`config.mk`:
```
export PLATFORM = sky130hd
export DESIGN_NAME = mvm_host_driver
export DESIGN_NICKNAME = d
export VERILOG_FILES = /design/src/rtl/mvm_host_driver.sv
export SDC_FILE = /design/constraint.sdc
export NUM_CORES = 1
export LEC_CHECK = 0
export BUFFER_PORTS_ARGS = -buffer_cell sky130_fd_sc_hd__buf_2
export CAP_MARGIN = 25
export CORE_ASPECT_RATIO = 1.1
export CORE_MARGIN = 2
export CORE_UTILIZATION = 25
export CTS_CLUSTER_SIZE = 8
export DETAILED_ROUTE_END_ITERATION = 10
export PLACE_DENSITY = 0.48
export SYNTH_ARGS = -nofsm -noshare
export SYNTH_HDL_FRONTEND = slang
export SYNTH_SLANG_ARGS = --single-unit
```
`constraint.sdc`:
```
create_clock -name clk -period 2.6 [get_ports clk]
set_input_delay 0.52 -clock clk [delete_from_list [all_inputs] [get_ports clk]]
set_output_delay 0.52 -clock clk [all_outputs]
set_load 0.03 [all_outputs]
```
`src/rtl/mvm_host_driver.sv`:
```
// Host-side initiator for the mvm core: buffers operand loads and replays them as
// gap-free bursts, then captures the core's results and re-issues them on a handshaked stream.
module mvm_host_driver #(
    parameter int MAT_SCALE    = 4,
    parameter int INPUT_WIDTH  = 8,
    parameter int OUTPUT_WIDTH = 16,
    parameter int DONE_TIMEOUT = 1023
) (
    input  logic                    clk,
    input  logic                    reset,
    input  logic                    cmd_valid,
    output logic                    cmd_ready,
    input  logic [1:0]              cmd_op,
    input  logic                    elem_valid,
    output logic                    elem_ready,
    input  logic [INPUT_WIDTH-1:0]  elem_data,
    output logic                    loadMatrix,
    output logic                    loadVector,
    output logic                    start,
    input  logic                    done,
    output logic [INPUT_WIDTH-1:0]  data_in,
    input  logic [OUTPUT_WIDTH-1:0] data_out,
    output logic                    res_valid,
    input  logic                    res_ready,
    output logic [OUTPUT_WIDTH-1:0] res_data,
    output logic                    res_last,
    output logic                    err
);

    localparam int NN = MAT_SCALE * MAT_SCALE;
    localparam int CW = $clog2(NN + 1);
    localparam int AW = (NN > 1) ? $clog2(NN) : 1;
    localparam int RW = (MAT_SCALE > 1) ? $clog2(MAT_SCALE) : 1;
    localparam int TW = $clog2(DONE_TIMEOUT + 1);

    typedef enum logic [2:0] {IDLE, FILL, PULSE, STREAM, WAIT_DONE, CAPTURE, DRAIN} state_t;
    typedef enum logic [1:0] {K_MAT, K_VEC, K_START} kind_t;

    state_t                 state_reg, state_next;
    kind_t                  kind_reg, kind_next;
    logic [CW-1:0]          cnt_reg, cnt_next;
    logic [CW-1:0]          len_reg, len_next;
    logic [TW-1:0]          tcnt_reg, tcnt_next;
    logic                   err_reg, err_next;
    logic [INPUT_WIDTH-1:0] data_in_reg, data_in_next;
    logic                   live_reg;

    logic [INPUT_WIDTH-1:0]  buffer [NN];
    logic [OUTPUT_WIDTH-1:0] rbuf [MAT_SCALE];
    logic [NN-1:0]           buf_we;
    logic [MAT_SCALE-1:0]    rbuf_we;

    // live_reg keeps cmd_ready low while reset is held, even though the FSM sits in IDLE
    assign cmd_ready  = (state_reg == IDLE) && live_reg;
    assign elem_ready = (state_reg == FILL);
    assign loadMatrix = (state_reg == PULSE) && (kind_reg == K_MAT);
    assign loadVector = (state_reg == PULSE) && (kind_reg == K_VEC);
    assign start      = (state_reg == PULSE) && (kind_reg == K_START);
    assign data_in    = data_in_reg;
    assign res_valid  = (state_reg == DRAIN);
    assign res_data   = res_valid ? rbuf[cnt_reg[RW-1:0]] : '0;
    assign res_last   = res_valid && (cnt_reg == CW'(MAT_SCALE - 1));
    assign err        = err_reg;

    // cnt_reg doubles as fill, capture and drain index, so write enables decode it directly
    generate
        for (genvar gi = 0; gi < NN; gi++) begin : g_buf_we
            assign buf_we[gi] = (state_reg == FILL) && elem_valid && (cnt_reg == CW'(gi));
        end
        for (genvar gi = 0; gi < MAT_SCALE; gi++) begin : g_rbuf_we
            assign rbuf_we[gi] = (state_reg == CAPTURE) && (cnt_reg == CW'(gi));
        end
    endgenerate

    always_ff @(posedge clk or negedge reset) begin
        if (!reset) begin
            for (int i = 0; i < NN; i++) buffer[i] <= '0;
            for (int i = 0; i < MAT_SCALE; i++) rbuf[i] <= '0;
        end else begin
            for (int i = 0; i < NN; i++) if (buf_we[i]) buffer[i] <= elem_data;
            for (int i = 0; i < MAT_SCALE; i++) if (rbuf_we[i]) rbuf[i] <= data_out;
        end
    end

    always_ff @(posedge clk or negedge reset) begin
        if (!reset) begin
            state_reg   <= IDLE;
            kind_reg    <= K_MAT;
            cnt_reg     <= '0;
            len_reg     <= '0;
            tcnt_reg    <= '0;
            err_reg     <= 1'b0;
            data_in_reg <= '0;
            live_reg    <= 1'b0;
        end else begin
            state_reg   <= state_next;
            kind_reg    <= kind_next;
            cnt_reg     <= cnt_next;
            len_reg     <= len_next;
            tcnt_reg    <= tcnt_next;
            err_reg     <= err_next;
            data_in_reg <= data_in_next;
            live_reg    <= 1'b1;
        end
    end

    always_comb begin
        state_next   = state_reg;
        kind_next    = kind_reg;
        cnt_next     = cnt_reg;
        len_next     = len_reg;
        tcnt_next    = tcnt_reg;
        err_next     = err_reg;
        data_in_next = data_in_reg;
        case (state_reg)
            IDLE: begin
                if (cmd_valid && cmd_ready) begin
                    case (cmd_op)
                        2'd0: begin
                            kind_next  = K_MAT;
                            len_next   = CW'(NN);
                            cnt_next   = '0;
                            state_next = FILL;
                        end
                        2'd1: begin
                            kind_next  = K_VEC;
                            len_next   = CW'(MAT_SCALE);
                            cnt_next   = '0;
                            state_next = FILL;
                        end
                        2'd2: begin
                            kind_next  = K_START;
                            state_next = PULSE;
                        end
                        default: err_next = 1'b1;
                    endcase
                end
            end
            FILL: begin
                if (elem_valid) begin
                    if (cnt_reg == len_reg - 1'b1) begin
                        cnt_next   = '0;
                        state_next = PULSE;
                    end else begin
                        cnt_next = cnt_reg + 1'b1;
                    end
                end
            end
            PULSE: begin
                if (kind_reg == K_START) begin
                    tcnt_next  = '0;
                    state_next = WAIT_DONE;
                end else begin
                    // first element is presented in the cycle right after the pulse
                    data_in_next = buffer[0];
                    cnt_next     = CW'(1);
                    state_next   = STREAM;
                end
            end
            STREAM: begin
                if (cnt_reg == len_reg) begin
                    cnt_next   = '0;
                    state_next = IDLE;
                end else begin
                    data_in_next = buffer[cnt_reg[AW-1:0]];
                    cnt_next     = cnt_reg + 1'b1;
                end
            end
            WAIT_DONE: begin
                if (done) begin
                    cnt_next   = '0;
                    state_next = CAPTURE;
                end else if (tcnt_reg == TW'(DONE_TIMEOUT - 1)) begin
                    err_next   = 1'b1;
                    state_next = IDLE;
                end else begin
                    tcnt_next = tcnt_reg + 1'b1;
                end
            end
            CAPTURE: begin
                if (cnt_reg == CW'(MAT_SCALE - 1)) begin
                    cnt_next   = '0;
                    state_next = DRAIN;
                end else begin
                    cnt_next = cnt_reg + 1'b1;
                end
            end
            DRAIN: begin
                if (res_ready) begin
                    if (cnt_reg == CW'(MAT_SCALE - 1)) begin
                        cnt_next   = '0;
                        state_next = IDLE;
                    end else begin
                        cnt_next = cnt_reg + 1'b1;
                    end
                end
            end
            default: state_next = IDLE;
        endcase
    end

endmodule

```
* Word level (Yosys, flattened, before mapping)
Cells that the tools add are included.
Operators by class: mux-type cells 43, equal/unequal tests 46, order comparisons 2, add/sub/neg operators 3, reductions and logical operators 46, bitwise operators 2
Operators with widths (count):
- $mux W16 | 3
- $mux W5 | 9
- $eq A5 B4 Y1 const B | 8
- $pmux W5 S7 | 1
- $bmux W16 S2 | 1
- $bmux W8 S4 | 1
- $mux W8 | 4
- $mux W10 | 3
- $mux W3 | 10
- $logic_and A1 B1 Y1 | 27
- $pmux W3 S7 | 1
- $eq A5 B3 Y1 const B | 4
- $ne A2 B2 Y1 const B | 10
- $pmux W10 S2 | 1
- $pmux W8 S2 | 1
- $ne A2 B1 Y1 const B | 6
- $add A10 B1 Y10 const B | 1
- $eq A10 B10 Y1 const B | 1
- $eq A5 B2 Y1 const B | 2
- $eq A5 B5 Y1 | 2
- $pmux W5 S2 | 1
- $eq A3 B3 Y1 const B | 3
- $reduce_and A3 Y1 | 3
- $reduce_and A9 Y1 | 1
- other kinds (28) | 38
Word-level totals: output and inout bits 32, input bits 32, register bits after elaboration 227

* Logic depth before layout (Yosys ltp)
word-level depth 6, depth in mapped cells 11

* Least setup slack after synthesis
OpenSTA, ideal clock, no wires.
kind register -> register, start point register cnt_reg[1], end point register data_in_reg[5], in the netlist data_in[5], cell stages (with the launch flop) 12, buffers on the path 4, data required time 2523 ps, arrival time 2623 ps, slack -100 ps, setup time 77 ps, cells stage by stage dfrtp_1 -> clkbuf_1 -> clkbuf_1 -> clkbuf_1 -> inv_1 -> ha_1 -> nor2b_1 -> and4_1 -> nor3_2 -> clkbuf_1 -> nor2_1 -> a21oi_1
Between the ends: word-level cells in the longest chain between the ends 6, elaborated cells on any way between the ends 9, classes of those cells eq/ne (2); mux (5); bitwise (1); reduce/logical (1)
RTL lines:
- from (decl) | line 41 | logic [CW-1:0] cnt_reg, cnt_next;
- from (signal assigned) | line 98 | cnt_reg <= cnt_next;
- $not A4 Y5 (not written as such) | line 165 | data_in_next = buffer[cnt_reg[AW-1:0]];
- $bmux W8 S4 | line 165
- $mux W8 (not written as such) (2 in series) | line 165
- $mux W8 | line 161 | if (cnt_reg == len_reg) begin
- $pmux W8 S2 | line 115 | case (state_reg)
- to (signal assigned) | line 102 | data_in_reg <= data_in_next;
- to (decl) | line 45 | logic [INPUT_WIDTH-1:0] data_in_reg, data_in_next;
Parallel ways exist; a longest one is shown, timed or not. The select of a mux whose other input is x is not followed. A chain may end at the register's enable or synchronous reset.

* Worst setup path after layout
start point register cnt_reg[0], end point output port res_data[5]
Between the ends: word-level cells in the longest chain between the ends 5
RTL lines:
- $not A2 Y3 (not written as such) | line 61 | assign res_data = res_valid ? rbuf[cnt_reg[RW-1:0]] : '0;
- $bmux W16 S2 | line 61
- $mux W16 (not written as such) (2 in series) | line 61
- $mux W16 | line 61
- to (decl) | line 25 | output logic [OUTPUT_WIDTH-1:0] res_data,
No other way between the ends. The select of a mux whose other input is x is not followed.

==> impl_metrics.tcl <==
set metrics [dict create \
    met2_usage 0.2067 \
    avgRoutedWirePerCell_um 18.37 \
    ys_seq_area_frac 0.5278 \
    synth_seq_cells 224 \
    cts_tree "yes" \
    drive_gt1_frac 0.3988 \
    period_minus_slack_ps 2533 \
    worst-path-max-fanout 11 \
    grtUsageMet1 0.1665 \
    initial_utilization 0.2522 \
    ant_nets 0 \
    setup_tns_ps 0 \
    syn_area_per_cell_um2 14.10 \
    clk_latency_ps 510 \
    fp.dieArea_mm2 0.04415 \
    gp_congestion 0.7225 \
    endpoint_kind "output pin" \
    grt_pass1_vias 7083 \
    synth-main-ff-cell "dfrtp_1" \
    critPathRequiredTime_ps 2080 \
    clk_pin_slew_worst_paths_ps 50 \
    synth-xor-area-share 0.008247 \
    synth.top_cell.area_share 0.5278 \
    yosysTopAreaCell "dfrtp_1" \
    grt_remaining_overflow 0 \
    synth_top_family_by_area "multiplexers" \
    final_net_count 888 \
    whs_path_depth 2 \
    grt_pass1_wl_um 42540 \
    clock_skew_ps 17.66 \
    ys_warn_count 0 \
    port_buffers 63 \
    rsz0062_at_grt "true" \
    tightest_slew_ps 638.5 \
    synthSimpleGateAreaFrac 0.08000 \
    grt_max_degree 61 \
    synth.top_cells.by_count "dfrtp_1, mux2_2, mux2_1, mux4_2, nor2_1" \
    hold_viol 0 \
    hold_path_class "in -> reg" \
    crit_type "reg -> out" \
    slew_viol_final 0 \
    antenna_found_initial 0 \
    outcome "finished, final reports clean" \
    core_mm2 0.04211 \
    grt_usage 0.1231 \
    grt_use_met3 0.02224 \
    area_delta_synth_final_pct 20.89 \
    largest_reg_flops 128 \
    synth-edff-count 0 \
    syn_area_mm2 0.01062 \
    synth.most_common_cell "dfrtp_1" \
    place_hpwl_um 17450 \
    syn_nets 792 \
    power_mw 13.60 \
    setup_viol 0 \
    clockBufferDepth 3 \
    max-slew-margin-rel 0.5715 \
    drc 0 \
    num_vias 6567 \
    rows 79 \
    routed_wl_um 26120 \
    cts_htree_levels 2 \
    power.density_mw_per_mm2 1060 \
    synthCells 753 \
    firstDrtPassIters 4 \
    cts_made_buffers 34 \
    synthAdderAreaFrac 0.008247 \
    cp.arrival_ps 2010 \
    postSynth.asyncResetShare 1.000 \
    diodes 0 \
    cap_violations 0 \
    drtIter0Drc 313 \
    ir_drop_v 0.0004916 \
    grt_busiest_layer "met2" \
    synth-compound-area-share 0.04147 \
    cts.sinks 224 \
    cts-root-buf "clkbuf_16" \
    reg2reg_depth 8 \
    p_leak_nw 5.863 \
    max_freq_mhz 394.9 \
    worst_setup_path_start_kind "flip-flop" \
    ys_types 56 \
    synthMuxAreaShare 0.3107 \
    io_pins 64 \
    synth_area_leaders "dfrtp_1, mux2_2, mux4_2" \
    final.period_utilization 0.9741 \
    die_h_um 220.2 \
    dieWidth_um 200.5 \
    routed_via_density 4.618 \
]
## path summary, 6_finish.rpt
kind | startpoint | endpoint | slack (ps)
setup / recovery | cnt_reg[0]$_DFFE_PN0P_ | res_data[5] | 70
hold / removal | cmd_op[0] | len_reg[4]$_DFFE_PN0P_ | 260
setup reg to reg | cnt_reg[0]$_DFFE_PN0P_ | cnt_reg[2]$_DFFE_PN0P_ | 220
hold reg to reg | buffer[78]$_DFFE_PN0P_ | buffer[78]$_DFFE_PN0P_ | 480
max in group asynchronous | reset | rbuf[16]$_DFFE_PN0P_ | 1230
min in group asynchronous | reset | buffer[113]$_DFFE_PN0P_ | 560
## cell families (layout without fill, tap and decap cells)
kind of cell	count (synthesis)	in the layout
compound gates	69	69
xor+xnor	10	10
fa+ha+maj	7	7
buf+inv	56	158
flops	224	224
mux	245	245
other cells	1	1
simple gates	141	141
## cell usage in the layout, fill, tap and decap left out, types with 22 or more instances in the layout
cell	instances
dfrtp_1	222
mux2_2	130
mux2_1	67
buf_2	61
mux4_2	48
buf_4	35
clkbuf_16	34
nor2_1	30
a21oi_1	26
nor2b_1	22
## where the power goes
part           internal [mW]  switching, mW  total, mW
Combinational           2.36           2.14       4.50
Sequential              4.59          0.566       5.16
Clock                   2.39           1.55       3.94
Total                   9.34           4.26       13.6
## worst max-delay path: stages, from the launching register on
cell and delay (ps):
dfrtp_4 470, buf_12 170, mux4_2 530, nor2b_1 140, buf_2 180
## routing by layer
metal,vias to the layer above,part of all wire,routed length [um]
met2,135,0.48,12540
li1,2962,-,-
met1,3433,0.46,12000
met5,-,0,0
met4,0,0.013,335
met3,37,0.048,1241
## cell type report
type | instances | area [um^2]
Multi-Input combinational cell | 473 | 4772
Inverter | 11 | 41.29
Timing Repair Buffer | 105 | 765.7
Clock buffer | 38 | 875.8
Sequential cell | 224 | 5610
Fill cell | 4309 | 29270
Tap cell | 567 | 709.4
Clock inverter | 4 | 63.81
## timing repair
action                                  CTS  global route
gates resized for setup                   4             3
hold endpoints to repair                 27             0
endpoints found under the setup margin   17            12
cloned                                    2             0
setup buffers                             3             4
hold buffers                              1             0
## stage by stage
stage / cells / setup slack [ps] / hold slack (ps) / instance area [um^2] / util
3_3_place_gp: 1370 / 255.5 / 468.7 / 11750 / 0.2789
5_1_grt: 1422 / -6.010 / 273.3 / 12840 / 0.3049
2_1_floorplan: 753 / 5.471 / 224.4 / 10620 / -
3_5_place_dp: 1370 / 251.9 / 475.4 / 11750 / 0.2789
6_report: 1422 / 67.44 / 260.9 / 12840 / 0.3049
4_1_cts: 1418 / 12.46 / 242.5 / 12800 / 0.3040
(Power assumes the default switching activity.)
